[src/rtl/keypad_pkg.sv]
// Shared definitions for the keypad BCD entry block: key codes, scanner
// states and the (row, col) to key code map.
package keypad_pkg;

  localparam logic [3:0] KEY_A    = 4'd10;
  localparam logic [3:0] KEY_B    = 4'd11;
  localparam logic [3:0] KEY_C    = 4'd12;
  localparam logic [3:0] KEY_D    = 4'd13;
  localparam logic [3:0] KEY_STAR = 4'd14;
  localparam logic [3:0] KEY_HASH = 4'd15;

  typedef enum logic [1:0] {
    StScan,
    StDebounce,
    StConvert,
    StRelease
  } state_e;

  // Keypad layout:
  //   row0: 1 2 3 A
  //   row1: 4 5 6 B
  //   row2: 7 8 9 C
  //   row3: * 0 # D
  function automatic logic [3:0] key_map(input logic [1:0] row, input logic [1:0] col);
    logic [3:0] code;
    case ({row, col})
      4'b00_00: code = 4'd1;
      4'b00_01: code = 4'd2;
      4'b00_10: code = 4'd3;
      4'b00_11: code = KEY_A;
      4'b01_00: code = 4'd4;
      4'b01_01: code = 4'd5;
      4'b01_10: code = 4'd6;
      4'b01_11: code = KEY_B;
      4'b10_00: code = 4'd7;
      4'b10_01: code = 4'd8;
      4'b10_10: code = 4'd9;
      4'b10_11: code = KEY_C;
      4'b11_00: code = KEY_STAR;
      4'b11_01: code = 4'd0;
      4'b11_10: code = KEY_HASH;
      4'b11_11: code = KEY_D;
      default:  code = 4'd0;
    endcase
    return code;
  endfunction

endpackage

[src/rtl/bcd4_to_bin.sv]
// Sequential 4-digit packed BCD to binary converter. One multiply-by-ten-and-add
// step per clock, most significant digit first; done pulses for one clock when
// value holds the result, four clocks after start is sampled.
module bcd4_to_bin (
  input  logic        clk,
  input  logic        rst,
  input  logic        start,
  input  logic [15:0] bcd_in,
  output logic        done,
  output logic [13:0] value
);

  logic [15:0] digits_q;
  logic [13:0] acc_q;
  logic [1:0]  step_q;
  logic        busy_q;

  // Load on start, then shift one digit per clock into the accumulator.
  always_ff @(posedge clk or posedge rst) begin
    if (rst) begin
      digits_q <= 16'h0000;
      acc_q    <= 14'd0;
      step_q   <= 2'd0;
      busy_q   <= 1'b0;
      done     <= 1'b0;
    end else begin
      done <= 1'b0;
      if (start) begin
        digits_q <= bcd_in;
        acc_q    <= 14'd0;
        step_q   <= 2'd0;
        busy_q   <= 1'b1;
      end else if (busy_q) begin
        // acc * 10 + digit; 9999 fits in 14 bits so no overflow handling
        acc_q    <= (acc_q << 3) + (acc_q << 1) + {10'd0, digits_q[15:12]};
        digits_q <= {digits_q[11:0], 4'h0};
        step_q   <= step_q + 2'd1;
        if (step_q == 2'd3) begin
          busy_q <= 1'b0;
          done   <= 1'b1;
        end
      end
    end
  end

  assign value = acc_q;

endmodule

[src/rtl/keypad_bcd_entry.sv]
// 4x4 matrix keypad scanner with debounce, feeding a 4-digit packed BCD entry
// register. '#' commits the entry through a sequential BCD to binary converter.
// Optional feature: define KEYPAD_BACKSPACE_EN to make key 'A' a backspace.
module keypad_bcd_entry
  import keypad_pkg::*;
#(
  parameter int unsigned SCAN_CYCLES     = 50000,
  parameter int unsigned DEBOUNCE_CYCLES = 500000
) (
  input  logic        clk,
  input  logic        rst,
  input  logic [3:0]  n_row,
  output logic [3:0]  n_col,
  output logic [15:0] bcd,
  output logic [2:0]  digit_count,
  output logic        key_valid,
  output logic [3:0]  key_code,
  output logic [13:0] value,
  output logic        value_valid
);

  localparam int unsigned CNT_MAX = (SCAN_CYCLES > DEBOUNCE_CYCLES) ?
                                    SCAN_CYCLES : DEBOUNCE_CYCLES;
  localparam int unsigned CNT_W   = $clog2(CNT_MAX + 1);
  localparam logic [CNT_W-1:0] SCAN_LAST = CNT_W'(SCAN_CYCLES - 1);
  localparam logic [CNT_W-1:0] DEB_LAST  = CNT_W'(DEBOUNCE_CYCLES - 1);

  logic [3:0]       row_s1, row_s2;
  state_e           state;
  logic [1:0]       col;
  logic [1:0]       row_lat;
  logic [CNT_W-1:0] cnt;

  logic [1:0]  low_row;
  logic [1:0]  next_col;
  logic        any_low;
  logic        latched_low;
  logic [3:0]  cur_key;
  logic        fire;
  logic        conv_start;
  logic        conv_done;
  logic [13:0] conv_value;

  // Two-flop synchroniser for the asynchronous row inputs; idle is all high.
  always_ff @(posedge clk or posedge rst) begin
    if (rst) begin
      row_s1 <= 4'hF;
      row_s2 <= 4'hF;
    end else begin
      row_s1 <= n_row;
      row_s2 <= row_s1;
    end
  end

  // Lowest-index low row wins when several keys share the active column.
  always_comb begin
    low_row = 2'd0;
    for (int i = 3; i >= 0; i--) begin
      if (!row_s2[i]) low_row = 2'(i);
    end
  end

  assign any_low     = ~&row_s2;
  assign next_col    = col + 2'd1;
  assign latched_low = ~row_s2[row_lat];
  assign cur_key     = key_map(row_lat, col);
  assign fire        = (state == StDebounce) && latched_low && (cnt == DEB_LAST);
  assign conv_start  = fire && (cur_key == KEY_HASH);

  bcd4_to_bin u_conv (
    .clk    (clk),
    .rst    (rst),
    .start  (conv_start),
    .bcd_in (bcd),
    .done   (conv_done),
    .value  (conv_value)
  );

  // Scanner FSM with registered outputs and the key actions on the entry register.
  always_ff @(posedge clk or posedge rst) begin
    if (rst) begin
      state       <= StScan;
      col         <= 2'd0;
      n_col       <= 4'b1110;
      row_lat     <= 2'd0;
      cnt         <= '0;
      bcd         <= 16'h0000;
      digit_count <= 3'd0;
      key_valid   <= 1'b0;
      key_code    <= 4'd0;
      value       <= 14'd0;
      value_valid <= 1'b0;
    end else begin
      key_valid   <= 1'b0;
      value_valid <= 1'b0;
      case (state)
        StScan: begin
          if (cnt == SCAN_LAST) begin
            cnt <= '0;
            if (any_low) begin
              // Column drive holds while the press is qualified.
              row_lat <= low_row;
              state   <= StDebounce;
            end else begin
              col   <= next_col;
              n_col <= ~(4'b0001 << next_col);
            end
          end else begin
            cnt <= cnt + 1'b1;
          end
        end

        StDebounce: begin
          if (!latched_low) begin
            // Bounce: resume scanning this column with a fresh slot.
            state <= StScan;
            cnt   <= '0;
          end else if (cnt == DEB_LAST) begin
            cnt       <= '0;
            key_valid <= 1'b1;
            key_code  <= cur_key;
            state     <= (cur_key == KEY_HASH) ? StConvert : StRelease;
            if (cur_key <= 4'd9) begin
              if (digit_count == 3'd0) begin
                bcd         <= {12'h000, cur_key};
                digit_count <= 3'd1;
              end else begin
                bcd <= {bcd[11:0], cur_key};
                if (digit_count != 3'd4) digit_count <= digit_count + 3'd1;
              end
            end else if (cur_key == KEY_STAR) begin
              bcd         <= 16'h0000;
              digit_count <= 3'd0;
            end
`ifdef KEYPAD_BACKSPACE_EN
            else if (cur_key == KEY_A) begin
              bcd <= {4'h0, bcd[15:4]};
              if (digit_count != 3'd0) digit_count <= digit_count - 3'd1;
            end
`endif
          end else begin
            cnt <= cnt + 1'b1;
          end
        end

        StConvert: begin
          if (conv_done) begin
            // bcd stays as-is so the display keeps showing the committed entry.
            value       <= conv_value;
            value_valid <= 1'b1;
            digit_count <= 3'd0;
            cnt         <= '0;
            state       <= StRelease;
          end
        end

        StRelease: begin
          if (any_low) begin
            cnt <= '0;
          end else if (cnt == DEB_LAST) begin
            cnt   <= '0;
            col   <= 2'd0;
            n_col <= 4'b1110;
            state <= StScan;
          end else begin
            cnt <= cnt + 1'b1;
          end
        end

        default: begin
          state <= StScan;
          cnt   <= '0;
        end
      endcase
    end
  end

endmodule

[config.mk]
export PLATFORM = sky130hd
export DESIGN_NAME = keypad_bcd_entry
export DESIGN_NICKNAME = d
export VERILOG_FILES = /design/src/rtl/keypad_pkg.sv /design/src/rtl/bcd4_to_bin.sv /design/src/rtl/keypad_bcd_entry.sv
export SDC_FILE = /design/constraint.sdc
export NUM_CORES = 1
export LEC_CHECK = 0
export CAP_MARGIN = 10
export CORE_UTILIZATION = 52
export DETAILED_ROUTE_END_ITERATION = 7
export HOLD_SLACK_MARGIN = 0.06
export PLACE_DENSITY = 0.76
export SYNTH_ARGS = -nofsm -noshare
export SYNTH_HDL_FRONTEND = slang
export SYNTH_SLANG_ARGS = --single-unit
[constraint.sdc]
create_clock -name clk -period 3.07 [get_ports clk]
set_input_delay 0.307 -clock clk [delete_from_list [all_inputs] [get_ports clk]]
set_output_delay 0.307 -clock clk [all_outputs]
set_load 0.03 [all_outputs]
==> results.rst, run 1 <==
.. list-table::
   :header-rows: 1

   * - Metric
     - Value
   * - Largest net degree at the start of global routing
     - 43
   * - CP peak stage delay
     - 0.77 ns
   * - Number of distinct standard cells referenced by the synthesized netlist
     - 61
   * - H-tree levels
     - 3
   * - Port bufs
     - 48
   * - Synthesized-area fraction occupied by and/or/nand/nor cells
     - 16.96%
   * - Via count of the first global-routing pass
     - 4,232
   * - Ratio of cells with drive above 1 in the final layout
     - 11.62%
   * - Highest clock rate
     - 354.9 MHz
   * - Diodes inserted
     - 0
   * - Nature of the critical path endpoint
     - register
   * - Number of warnings printed during yosys synthesis
     - 0
   * - Transition at the pin with the smallest max-transition slack
     - 0.9176 ns
   * - Worst-case reg-to-reg path depth
     - 7
   * - Area added between synthesis and finish
     - 14.79%
   * - Unrepaired setup endpoints after global routing
     - false
   * - Root cell of the clock tree
     - clkbuf_8
   * - X dimension of the die
     - 106.6 um
   * - Commonest cells in the synthesized netlist
     - 99 x dfrtp_1, 82 x nand2_1, 44 x nor2_1
   * - Rows
     - 37
   * - DRT Pass-1 Iters
     - 7
   * - Critical Path Fanout Max
     - 9
   * - Core Area
     - 10,460 sq um
   * - Number of fillers in the final layout
     - 881
   * - Maximum count of clock buffers along a single path
     - 2
   * - Vertical extent of the die
     - 106.6 um
   * - Post-detailed-placement cell area
     - 6351 sq um
   * - Total number of vias
     - 4,223
   * - Post-synthesis cell count
     - 558
   * - Signal arrival time at the worst endpoint
     - 3.09 ns
   * - Count of non-filler cells in the finished layout
     - 747
   * - Power density over the cells
     - 353.3 nW/um^2
   * - Nature of the critical path startpoint
     - register
   * - Synthesized net count
     - 599
   * - Top cells by area, synth
     - dfrtp_1 44%, ha_1 7.3%, nand2_1 5.4%
   * - Routability cong.
     - 0.8359
   * - Overflow after GRT
     - 0
   * - Final sum of negative setup slack
     - 0 ns
   * - Global-route total usage across every layer
     - 21.81%
   * - Routed len/inst
     - 15.19 um
   * - Tightest slew margin relative to the limit
     - 38.70%
   * - Critical path class
     - register to register
   * - Complex-gate fraction of the synthesized area
     - 10.78%
   * - Antenna Violating Nets Remaining
     - 0
   * - Post-synthesis cell type with the largest combined area
     - dfrtp_1
   * - Slowest stage cell on the critical path
     - or4b_2
   * - DRC marker count from the first detailed-route iteration
     - 146
   * - Reg clk slew, reported paths
     - 0.10 ns
   * - Main combinational cell family by area after synthesis
     - simple AND/OR/NAND/NOR gates
   * - Wire length of the first global-routing pass
     - 19,890 um
   * - Setup Skew
     - 0.01754 ns
   * - Max_cap viols
     - 0
   * - Mux cell area share after synthesis
     - 8.603%
   * - Setup violation total in the final timing report
     - 0
   * - Number of buffers created by CTS
     - 9
   * - Routed via count divided by cell count
     - 5.653
   * - Adder-cell area share of the yosys netlist
     - 7.965%
   * - Critical path cell sequence
     - buf_4, ha_1, mux2i_1, a21oi_1, or4b_2, or2_1, and3_1
   * - Number of max-slew violations in the final report
     - 0
   * - Hold slack final
     - 0.3358 ns
   * - DP Cell Count
     - 731
   * - Non-Filler Cell Area, Final
     - 6528 sq um
   * - Number of synthesized flops with an enable pin
     - 0
   * - Avg Inst Size Synth
     - 10.19 sq um
   * - Total of hold buffers inserted after clock tree synthesis
     - 0
   * - CTS sink count
     - 110
   * - Overall routed net length
     - 11,340 um
   * - Top-area cell type share of the netlist area
     - 43.56%
   * - Floorplan die area
     - 11,360 sq um
   * - Effective utilization at floorplan
     - 54.35%
   * - Total power draw
     - 2.306 mW
   * - Initial antenna violation count
     - 0
   * - Data required, critical path
     - 3.34 ns
   * - Final-stage net count
     - 647
   * - Postcts setup bufs
     - 0
   * - Total half-perimeter wirelength after legalization and detailed placement
     - 8306 um
   * - Final hold violation count
     - 0
   * - Clock latency reported for the late side of the worst-skew pair
     - 0.38 ns
   * - Hold depth
     - 1
   * - Fraction of synthesis flops using an asynchronous set or reset pin
     - 100.0%
   * - Min-Delay Path Class
     - primary input to register
   * - Post-route DRC violation count
     - 0
   * - IO Pins
     - 49
   * - Synth Cell Area
     - 5687 sq um
   * - Share of synthesized area occupied by flip-flops and latches
     - 48.65%
   * - Dominant cell by count in the synthesized netlist
     - dfrtp_1
   * - Max rail drop VDD
     - 0.3393 mV
   * - Most used flip-flop cell after synthesis
     - dfrtp_1
   * - Reported leakage power
     - 2.952 nW
   * - Share of the synthesized netlist area taken by xor and xnor gates
     - 3.234%
   * - Status
     - completed
   * - Post-route clock period utilization
     - 91.78%
   * - Total of flip-flops plus latches after synthesis
     - 110
   * - CTS tree
     - built
   * - Final worst path period need
     - 2.818 ns
[final timing paths]
kind | slack (ns) | to | start
min in group asynchronous | 0.46 | u_conv.value[6]$_DFFE_PP0P_ | rst
max in group asynchronous | 1.92 | row_s1[3]$_DFF_PP1_ | rst
worst min register to register | 0.36 | row_s2[0]$_DFF_PP1_ | row_s1[0]$_DFF_PP1_
worst max register to register | 0.25 | u_conv.done$_DFF_PP0_ | col[0]$_DFFE_PP0P_
worst max-delay path | 0.25 | u_conv.done$_DFF_PP0_ | col[0]$_DFFE_PP0P_
worst min-delay path | 0.34 | row_s1[3]$_DFF_PP1_ | n_row[3]
[cells in the final DEF, fill, tap and decap left out, types with 3 or more instances in the layout]
cell type | netlist | layout
a21o_1 | 6 | 6
clkdlybuf4s50_1 | 0 | 48
o21ai_0 | 34 | 34
dfrtp_1 | 99 | 99
nor2_1 | 44 | 44
or2_2 | 4 | 4
nor4_1 | 3 | 3
xnor2_1 | 12 | 12
xor2_1 | 9 | 9
mux2i_1 | 23 | 23
a22o_1 | 5 | 5
nand2_1 | 82 | 82
dfstp_2 | 11 | 11
mux2_2 | 19 | 19
and4_1 | 4 | 4
nand3_1 | 16 | 16
or3_1 | 3 | 3
ha_1 | 33 | 33
nor3b_1 | 3 | 3
nor2b_1 | 6 | 6
a21oi_1 | 25 | 25
clkbuf_8 | 0 | 10
nand4b_1 | 3 | 3
a211oi_1 | 4 | 4
or4_1 | 4 | 4
clkbuf_1 | 11 | 3
o31ai_1 | 3 | 3
buf_12 | 0 | 3
inv_1 | 24 | 23
o21ai_1 | 9 | 9
nor3_1 | 7 | 7
nand4_1 | 5 | 5
buf_4 | 0 | 9
[report_power, final]
group          switching, mW  total (mW)  internal [mW]  leakage [nW]
registers            0.00353        1.46           1.46          1.48
logic                 0.0313      0.0458         0.0146          1.38
clock network          0.478       0.799          0.322        0.0883
[sequential cells by signal, summed over array words and instances (netlist names), 3 cells and up, named ones only]
signal and flops:
row_s1 4, cnt 19, u_conv.digits_q 16, value 14, digit_count 3, n_col 4
key_code 4, u_conv.value 14, bcd 16, row_s2 4
[cell type report]
class,count,area [sq um],area share [%]
inverter,25,102.6,1.572
multi-input combinational,400,2711,41.54
tap,136,170.2,2.607
clock inverter,3,20.02,0.3067
timing repair buffer,60,608.1,9.316
clock buffer,13,148.9,2.281
sequential,110,2766,42.38
[per-layer routing]
| layer | vias up | part of all wire, % | global-route usage, % |
|---|---|---|---|
| li1 | 2047 | - | - |
| met1 | 2098 | 45 | 28.49 |
| met4 | 0 | 1.3 | 5.577 |
| met5 | - | 0 | 0 |
| met2 | 66 | 50 | 36.96 |
| met3 | 12 | 2.9 | 4.620 |
[per-stage QoR]
stage                     util [%]  worst slack, ns
after floorplan                  -           0.2861
after global placement       60.70           0.3241
after detailed placement     60.70           0.1691
after CTS                    62.32           0.1408
after global routing         62.39           0.1059
final                        62.39           0.2524
[logic make-up after synthesis]
group	Yosys count
buffers and inverters	48
muxes	44
and+or+nand+nor	199
xor gates and xnor gates	21
DFF	110
AOI/OAI and AO/OA	101
adders and majority gates	35
[repair_timing]
item,in CTS,in global routing
endpoints found under the hold margin,0,0
resized for setup,0,1
endpoints found under the setup margin,0,15
[worst max-delay path: cells and delay by family (launching register included)]
kind | cells | cell delay, ns
AND/OR/NAND/NOR | 3 | 1.36
buffers and inverters | 1 | 0.19
adder cells (fa/ha/maj) | 1 | 0.22
multiplexers | 1 | 0.27
AO/OA/AOI/OAI | 1 | 0.25
flip-flops | 1 | 0.43
(Power assumes the default switching activity.)
==> inputs of run 2 (changes only) <==
- SLEW_MARGIN: default -> 5
==> results of run 2 <==
The final DEF is identical to that of run 1; final timing and power are the same.
